## src/rtl/mem_req_arbiter.sv

```systemverilog
// Arbitrates the Dcache and Icache onto one memory port and routes tagged returns to their owner.
// Optional MEM_ARB_STATS_EN adds grant/drop counters and a sticky tag_error output.
`ifndef XLEN
`define XLEN 32
`endif

package mem_req_arbiter_pkg;
   typedef enum logic [1:0] {
      BUS_NONE  = 2'b00,
      BUS_LOAD  = 2'b01,
      BUS_STORE = 2'b10
   } bus_command_t;

   typedef enum logic [1:0] {
      BYTE   = 2'b00,
      HALF   = 2'b01,
      WORD   = 2'b10,
      DOUBLE = 2'b11
   } mem_size_t;
endpackage

module mem_req_arbiter
   import mem_req_arbiter_pkg::*;
#(
   parameter int STARVE_LIMIT = 4,
   parameter int NUM_TAGS     = 16
) (
   input  logic                  clock,
   input  logic                  reset,
   input  bus_command_t          Dcache2mem_command,
   input  mem_size_t             Dcache2mem_size,
   input  logic [`XLEN-1:0]      Dcache2mem_addr,
   input  logic [2*`XLEN-1:0]    Dcache2mem_data,
   input  bus_command_t          Icache2mem_command,
   input  logic [`XLEN-1:0]      Icache2mem_addr,
   input  logic [3:0]            mem2cache_response,
   input  logic [63:0]           mem2cache_data,
   input  logic [3:0]            mem2cache_tag,
   output bus_command_t          cache2mem_command,
   output mem_size_t             cache2mem_size,
   output logic [`XLEN-1:0]      cache2mem_addr,
   output logic [2*`XLEN-1:0]    cache2mem_data,
   output logic [3:0]            mem2Dcache_response,
   output logic [3:0]            mem2Icache_response,
   output logic [63:0]           mem2Dcache_data,
   output logic [63:0]           mem2Icache_data,
   output logic [3:0]            mem2Dcache_tag,
   output logic [3:0]            mem2Icache_tag,
   output logic                  mem2Dcache_data_valid,
   output logic                  mem2Icache_data_valid
`ifdef MEM_ARB_STATS_EN
   ,
   output logic [31:0]           d_grant_cnt,
   output logic [31:0]           i_grant_cnt,
   output logic [31:0]           drop_cnt,
   output logic                  tag_error
`endif
);

   localparam int CNT_W = (STARVE_LIMIT > 0) ? $clog2(STARVE_LIMIT + 1) : 1;
   localparam logic [CNT_W-1:0] STARVE_MAX = CNT_W'(STARVE_LIMIT);

   logic [CNT_W-1:0]    starve_cnt_r;
   logic [NUM_TAGS-1:0] tag_valid_r;
   logic [NUM_TAGS-1:0] tag_owner_r;

   logic d_req_s;
   logic i_req_s;
   logic starve_hit_s;
   logic i_sel_s;
   logic d_sel_s;
   logic alloc_s;
   logic ret_hit_s;
   logic ret_owner_s;

   // Tag 0 means "no tag" and tags beyond the table are never tracked.
   function automatic logic tag_in_range(input logic [3:0] tag);
      return (tag != 4'd0) && (int'(tag) < NUM_TAGS);
   endfunction

   // Requester selection: Dcache first unless the Icache has waited STARVE_LIMIT cycles.
   always_comb begin
      d_req_s      = (Dcache2mem_command != BUS_NONE);
      i_req_s      = (Icache2mem_command != BUS_NONE);
      starve_hit_s = (STARVE_LIMIT != 0) && (starve_cnt_r == STARVE_MAX);
      i_sel_s      = i_req_s && (!d_req_s || starve_hit_s);
      d_sel_s      = d_req_s && !i_sel_s;
   end

   // Request mux and per-cache response steering; Icache requests are always DOUBLE loads.
   always_comb begin
      cache2mem_command   = BUS_NONE;
      cache2mem_size      = DOUBLE;
      cache2mem_addr      = {`XLEN{1'b0}};
      cache2mem_data      = {(2*`XLEN){1'b0}};
      mem2Dcache_response = 4'd0;
      mem2Icache_response = 4'd0;
      if (i_sel_s) begin
         cache2mem_command   = Icache2mem_command;
         cache2mem_size      = DOUBLE;
         cache2mem_addr      = Icache2mem_addr;
         cache2mem_data      = {(2*`XLEN){1'b0}};
         mem2Icache_response = mem2cache_response;
      end else if (d_sel_s) begin
         cache2mem_command   = Dcache2mem_command;
         cache2mem_size      = Dcache2mem_size;
         cache2mem_addr      = Dcache2mem_addr;
         cache2mem_data      = Dcache2mem_data;
         mem2Dcache_response = mem2cache_response;
      end else begin
         cache2mem_command   = BUS_NONE;
         cache2mem_size      = DOUBLE;
      end
   end

   // Return routing uses the table as it stands this cycle, so a same-cycle reallocation
   // of the returning tag still delivers to the previous owner.
   always_comb begin
      ret_hit_s   = 1'b0;
      ret_owner_s = 1'b0;
      if (tag_in_range(mem2cache_tag)) begin
         ret_hit_s   = tag_valid_r[mem2cache_tag];
         ret_owner_s = tag_owner_r[mem2cache_tag];
      end else begin
         ret_hit_s   = 1'b0;
         ret_owner_s = 1'b0;
      end
      alloc_s = (cache2mem_command == BUS_LOAD) && tag_in_range(mem2cache_response);
   end

   // Return-side outputs: data is broadcast, the valid pulse and tag go only to the owner.
   always_comb begin
      mem2Dcache_data       = mem2cache_data;
      mem2Icache_data       = mem2cache_data;
      mem2Dcache_data_valid = ret_hit_s && !ret_owner_s;
      mem2Icache_data_valid = ret_hit_s && ret_owner_s;
      mem2Dcache_tag        = (ret_hit_s && !ret_owner_s) ? mem2cache_tag : 4'd0;
      mem2Icache_tag        = (ret_hit_s && ret_owner_s) ? mem2cache_tag : 4'd0;
   end

   // Starvation counter: counts consecutive lost cycles while the Icache is requesting.
   always_ff @(posedge clock or posedge reset) begin
      if (reset) begin
         starve_cnt_r <= {CNT_W{1'b0}};
      end else if (i_req_s && d_sel_s) begin
         if (starve_cnt_r != STARVE_MAX) begin
            starve_cnt_r <= starve_cnt_r + CNT_W'(1);
         end else begin
            starve_cnt_r <= starve_cnt_r;
         end
      end else begin
         starve_cnt_r <= {CNT_W{1'b0}};
      end
   end

   // Owner table: the allocation write follows the release so it wins on a shared tag.
   always_ff @(posedge clock or posedge reset) begin
      if (reset) begin
         tag_valid_r <= {NUM_TAGS{1'b0}};
         tag_owner_r <= {NUM_TAGS{1'b0}};
      end else begin
         if (ret_hit_s) begin
            tag_valid_r[mem2cache_tag] <= 1'b0;
         end
         if (alloc_s) begin
            tag_valid_r[mem2cache_response] <= 1'b1;
            tag_owner_r[mem2cache_response] <= i_sel_s;
         end
      end
   end

`ifdef MEM_ARB_STATS_EN
   logic realloc_clash_s;

   // An allocation onto a live tag is an error unless that tag is returning this cycle.
   always_comb begin
      realloc_clash_s = alloc_s && tag_valid_r[mem2cache_response] &&
                        !(ret_hit_s && (mem2cache_tag == mem2cache_response));
   end

   // Statistics counters and sticky tag error flag.
   always_ff @(posedge clock or posedge reset) begin
      if (reset) begin
         d_grant_cnt <= 32'd0;
         i_grant_cnt <= 32'd0;
         drop_cnt    <= 32'd0;
         tag_error   <= 1'b0;
      end else begin
         if (d_sel_s && (mem2cache_response != 4'd0)) begin
            d_grant_cnt <= d_grant_cnt + 32'd1;
         end
         if (i_sel_s && (mem2cache_response != 4'd0)) begin
            i_grant_cnt <= i_grant_cnt + 32'd1;
         end
         if ((mem2cache_tag != 4'd0) && !ret_hit_s) begin
            drop_cnt <= drop_cnt + 32'd1;
         end
         if (realloc_clash_s) begin
            tag_error <= 1'b1;
         end
      end
   end
`endif

endmodule

```

## config.mk

```make
export PLATFORM = sky130hd
export DESIGN_NAME = mem_req_arbiter
export DESIGN_NICKNAME = d
export VERILOG_FILES = /design/src/rtl/mem_req_arbiter.sv
export SDC_FILE = /design/constraint.sdc
export NUM_CORES = 1
export LEC_CHECK = 0
export ABC_AREA = 1
export BUFFER_PORTS_ARGS = -buffer_cell sky130_fd_sc_hd__buf_4
export CORE_AREA = 2 2 175 177
export CTS_BUF_LIST = sky130_fd_sc_hd__clkbuf_16
export CTS_CLUSTER_DIAMETER = 50
export DETAILED_ROUTE_END_ITERATION = 10
export DIE_AREA = 0 0 177 179
export MAX_ROUTING_LAYER = met4
export SLEW_MARGIN = 20
export SYNTH_ARGS = -nofsm -noshare
export SYNTH_HDL_FRONTEND = slang
export SYNTH_SLANG_ARGS = --single-unit
```

## constraint.sdc

```tcl
create_clock -name clock -period 4.97 [get_ports clock]
set_clock_uncertainty 0.05 [all_clocks]
set_input_delay 0.497 -clock clock [delete_from_list [all_inputs] [get_ports clock]]
set_output_delay 0.497 -clock clock [all_outputs]
set_load 0.005 [all_outputs]
```

---- After elaboration in Yosys (flattened, before gate mapping) ----
Cells that the tools add are included.
storage, ports and cells
  bits in latches ......................... 0
  bits in writable memories ............... 0
  ROM bits ................................ 0
  word-level logic and storage cells ...... 59
  memories ................................ 0
  register bits after elaboration ......... 35
cells by class
  bitwise operators ....................... 3
  reductions and logical operators ........ 16
  shift operators ......................... 0
  $mul .................................... 0
  add/subtract/negate cells ............... 1
  divide/modulo/power cells ............... 0
  equality and inequality tests ........... 4
  $lt $le $gt $ge ......................... 4
  mux-type cells .......................... 28
operators with widths
  cell                                                                   number
  64-bit 2-to-1 mux                                                      2
  32-bit 2-to-1 mux                                                      2
  16-bit 2-to-1 mux                                                      2
  4-bit 2-to-1 mux                                                       5
  16-bit AND                                                             1
  16-bit bitwise mux                                                     1
  16-bit NOT                                                             1
  16-bit OR                                                              1
  4-bit by 5-bit < comparator with 1-bit output, second input constant   2
  1-bit binary-select mux with 4-bit select                              2
  1-bit demux with 4-bit select                                          2
  4-bit by 1-bit >= comparator with 1-bit output, second input constant  2
  1-bit logical AND                                                      8
  2-bit 2-to-1 mux                                                       4
  4-bit nonzero test                                                     2
  1-bit 2-to-1 mux                                                       6
  3-bit 2-to-1 mux                                                       2
  2-bit nonzero test                                                     2
  3-bit by 1-bit adder with 3-bit output, second input constant          1
  3-bit == test, second input constant                                   1
  1-bit logical NOT                                                      3
  3-bit != test, second input constant                                   1
  2-bit by 1-bit == test with 1-bit output, second input constant        1
  2-bit by 1-bit != test with 1-bit output, second input constant        1
  1-bit logical OR                                                       1

---- Depth between registers and ports, before layout ----
  word-level depth ........................ 11
  gate-level depth with buffers ........... 12
  mapped depth without buffers ............ 11

---- Worst setup path before layout ----
No wires, ideal clock.
  path type ............................... input to output
  start ................................... input Icache2mem_command[1]
  end ..................................... output cache2mem_addr[0]
  slack ................................... 3.006 ns
  stages on the path ...................... 6
  arrival ................................. 1.417 ns
  cell sequence ........................... or2_1 > nand2_2 > nand2_2 > inv_2 > buf_2 > a22o_1
on the way
  cells in the longest elaborated chain, start to end .. 6
ends and longest elaborated chain
  element                 RTL line  source
  start: declaration      34        input bus_command_t Icache2mem_command,
  2-bit nonzero test (*)  84        i_req_s = (Icache2mem_command != BUS_NONE);
  1-bit logical AND (*)   86        i_sel_s = i_req_s && (!d_req_s || starve_hit_s);
  1-bit logical NOT       87        d_sel_s = d_req_s && !i_sel_s;
  1-bit logical AND       87
  32-bit 2-to-1 mux       104       end else if (d_sel_s) begin
  32-bit 2-to-1 mux (*)   98        if (i_sel_s) begin
  end: declaration        41        output logic [`XLEN-1:0] cache2mem_addr,
Mark *: on every way between the ends. The rest lies on a longest branch, timed or not.

---- Final worst setup path ----
  start ................................... register starve_cnt_r[0]
  end ..................................... output cache2mem_addr[5]
on the way
  cells in the longest elaborated chain, start to end .. 7
ends and longest elaborated chain
  element                   RTL line  source
  start: declaration        63        logic [CNT_W-1:0] starve_cnt_r;
  start signal: assignment  144       starve_cnt_r <= {CNT_W{1'b0}};
  start signal: assignment  147       starve_cnt_r <= starve_cnt_r + CNT_W'(1);
  start signal: assignment  149       starve_cnt_r <= starve_cnt_r;
  3-bit == test (*)         85        starve_hit_s = (STARVE_LIMIT != 0) && (starve_cnt_r == STARVE_MAX);
  1-bit logical OR (*)      86
  1-bit logical AND (*)     86
  1-bit logical NOT         87
  1-bit logical AND         87
  32-bit 2-to-1 mux         104
  32-bit 2-to-1 mux (*)     98
Marked as above.

==> results.py <==
metrics = {
    "floorplanning": {
        "start_util_pct": 12.8,
        "num_io_pins": 454,
        "dieArea_sq_um": 31700,
        "die_height_um": 179,
        "fp.dieW_um": 177,
        "core_area_sq_um": 30000,
        "rows": 64,
    },
    "setup_path": {
        "path_class": "flop to output port",
        "critPathRequiredTime_ps": 4420,
        "cp_max_fo": 43,
        "start_kind": "flop",
        "slowest_delay_ps": 650,
        "crit_chain": "inv_1 -> ha_1 -> nand2_1 -> nand2_2 -> nand2_2 -> inv_2 -> a22o_1 -> buf_4",
        "crit_path_end_kind": "output port",
        "worstPathArrival_ps": 2340,
        "path_common_cell": "nand2_2",
        "crit_family": "buffers and inverters",
        "crit_slowest_cell": "inv_2",
        "critPathBufInv": 3,
    },
    "timing": {
        "fin_setup_tns_ps": 0,
        "slew_headroom_pct": 46.4,
        "slew_violations": 0,
        "rsz0062_at_grt": "false",
        "fin_crit_ps": 2890,
        "fin_crit_sh_pct": 58.1,
        "setup_viol": 0,
        "fmaxAchievable_mhz": 346,
        "hold_viol": 0,
        "tightest_slew_ps": 803,
        "fin_ws_ps": 2080,
    },
    "clock_network": {
        "cts_setup_buffers": 0,
        "h-tree-depth": 2,
        "clock_latency_ps": 280,
        "cts_tree": "built",
        "cts.clk_slew.worst_paths_ps": 60,
        "cts_hold_buffers": 0,
        "cts.sinks": 35,
        "clockBufferDepth": 2,
        "numCtsBuffers": 5,
        "cts-resized-gates": 0,
        "ctsRootBufferMaster": "clkbuf_16",
    },
    "pwr": {
        "power_mw": 1.13,
        "combPwrFrac_pct": 42.4,
        "p_switching_mw": 0.377,
        "p_int_mw": 0.752,
        "p_clk_share_pct": 27.0,
        "power_density_nw_per_um2": 210,
        "p_leak_nw": 3.18,
        "swShare_pct": 33.4,
        "ir_worst_vdd_mv": 0.0975,
        "sequentialPowerShare_pct": 30.7,
    },
    "yosys": {
        "synth_top_family_by_area": "buffers and inverters",
        "synth.area.top_cells": "buf_4, dfrtp_1, nand2_1, nor2_1, inv_1",
        "synthSimpleGateAreaFrac_pct": 29.0,
        "yosysWarnings": 0,
        "yosysSeqAreaShare_pct": 22.8,
        "synth_cell_types": 23,
        "synth_nets": 819,
        "synth-compound-area-share_pct": 10.0,
        "synth_adder_area_share_pct": 0.650,
        "ys_ff_latch": 35,
        "synth.area.mux_share_pct": 0,
        "syn_area_per_cell_sq_um": 6.32,
        "synth_top_cell_area_share_pct": 25.7,
        "synthXorXnorAreaFrac_pct": 0.228,
        "syn_inst": 609,
        "synth_area_leader_cell": "buf_4",
        "synth.cell_area_sq_um": 3850,
    },
    "detailed_routing": {
        "dr.first_iter.drc_count": 221,
        "wl_per_cell_um": 14.8,
        "postRouteAntennaNets": 0,
        "remaining_drc_errors": 0,
        "num_vias": 4083,
        "viasPerCell": 3.62,
        "firstDrtPassIters": 5,
        "routed_wl_um": 16700,
    },
    "grt": {
        "grt_usage_pct": 10.6,
        "grt_max_degree": 71,
        "grt_pass1_wl_um": 24800,
        "overflow": 0,
        "grt_pass1_vias": 4264,
        "antenna_found_initial": 3,
    },
    "outcome": {
        "status": "complete, no violations",
    },
    "worst_hold_path": {
        "hold_class": "input port to async pin",
    },
    "cells_and_area": {
        "final_util_pct": 17.9,
        "final_net_count": 938,
        "drive_gt1_share_pct": 38.7,
        "fillers": 3490,
        "multi_input_area_sq_um": 1540,
        "fin_cells": 1128,
        "layout.area.seq_sq_um": 876,
        "area_growth_pct": 39.9,
    },
    "placement": {
        "placedCellCount": 1117,
        "io_buffers": 261,
        "dpl.hpwl_um": 14300,
        "gp_congestion": 0.977,
        "dp_slack_ps": 2240,
    },
    "flow_run": {
        "max_cap_viol_count": 0,
    },
}
[routing by layer]
metal | vias up | wire length (um) | track usage, %
met2 | 247 | 8150 | 18.0
met5 | - | 0 | -
met3 | 4 | 1530 | 4.05
met4 | 0 | 84 | 1.27
li1 | 1955 | - | -
met1 | 1877 | 6930 | 12.3
[cell type report]
cell class	count	area share [%]
diodes	3	0.139
clock buffers	5	2.32
clock inverters	3	0.302
inverters	94	6.56
multi-input cells	329	28.5
flip-flops and latches	35	16.3
well taps	396	9.21
repair buffers	263	36.7
[power groups by stage]
| stage | clock [mW] | combinational, mW | sequential [mW] |
|---|---|---|---|
| after floorplan | 0 | 0.293 | 0.346 |
| final | 0.305 | 0.478 | 0.346 |
| after detailed placement | 0 | 0.486 | 0.351 |
| after CTS | 0.317 | 0.488 | 0.347 |
| after global placement | 0 | 0.481 | 0.350 |
| after global routing | 0.328 | 0.531 | 0.352 |
[cell usage in the layout, fill, tap and decap left out, types with 2 or more instances in the layout]
cell type	instances
nand3_1	11
or2_1	3
o21ai_0	19
diode_2	3
inv_1	92
a22o_1	32
nand4_1	11
inv_2	3
ha_1	2
buf_4	263
nand2_1	144
nand3_2	2
nand2_2	5
nor2_1	94
nor3_1	2
clkbuf_16	5
dfrtp_1	35
[state kept, by name, summed over array words and instances (netlist names)]
| signal | cells |
|---|---|
| tag_valid_r | 16 |
| starve_cnt_r | 3 |
| tag_owner_r | 16 |
[synth_stat cells (all sizes together)]
library cell  number
inv               94
o21ai             19
buf              143
or2                3
nor4               1
nand4             11
a21boi             1
a22o              32
xnor2              1
nor2              95
dfrtp             35
nor3               2
ha                 2
nand3             13
nand2            149
clkbuf             8
[worst reg2reg max path, delay by kind of cell (launching register included)]
kind	cells	cell delay (ps)
AND/OR/NAND/NOR	6	1080
adder cells (fa/ha/maj)	1	130
flip-flops	1	400
AO/OA/AOI/OAI	2	270
buffers and inverters	1	60
[kinds of logic after synthesis]
group | after synthesis
buf+inv | 245
fa+ha+maj | 2
compound gates | 52
flops | 35
xor+xnor | 1
simple gates | 274
[final timing paths]
check / slack (ps) / startpoint / endpoint / cells after the start
setup / recovery: 2080 / starve_cnt_r[0] / cache2mem_addr[5] / 8
hold / removal: 280 / reset / tag_owner_r[4] / 3
setup reg to reg: 2850 / starve_cnt_r[0] / tag_owner_r[1] / 10
hold reg to reg: 330 / tag_owner_r[0] / tag_owner_r[0] / 0
max in group asynchronous: 4250 / reset / tag_valid_r[8] / 3
min in group clock: 330 / tag_owner_r[0] / tag_owner_r[0] / 0
[stage by stage]
stage | area [sq um] | hold WS [ps]
final | 5380 | 282
after detailed placement | 5230 | 318
after global placement | 5230 | 317
after global routing | 5380 | 330
after floorplan | 3850 | 379
after CTS | 5380 | 306
(Power assumes the default switching activity.)
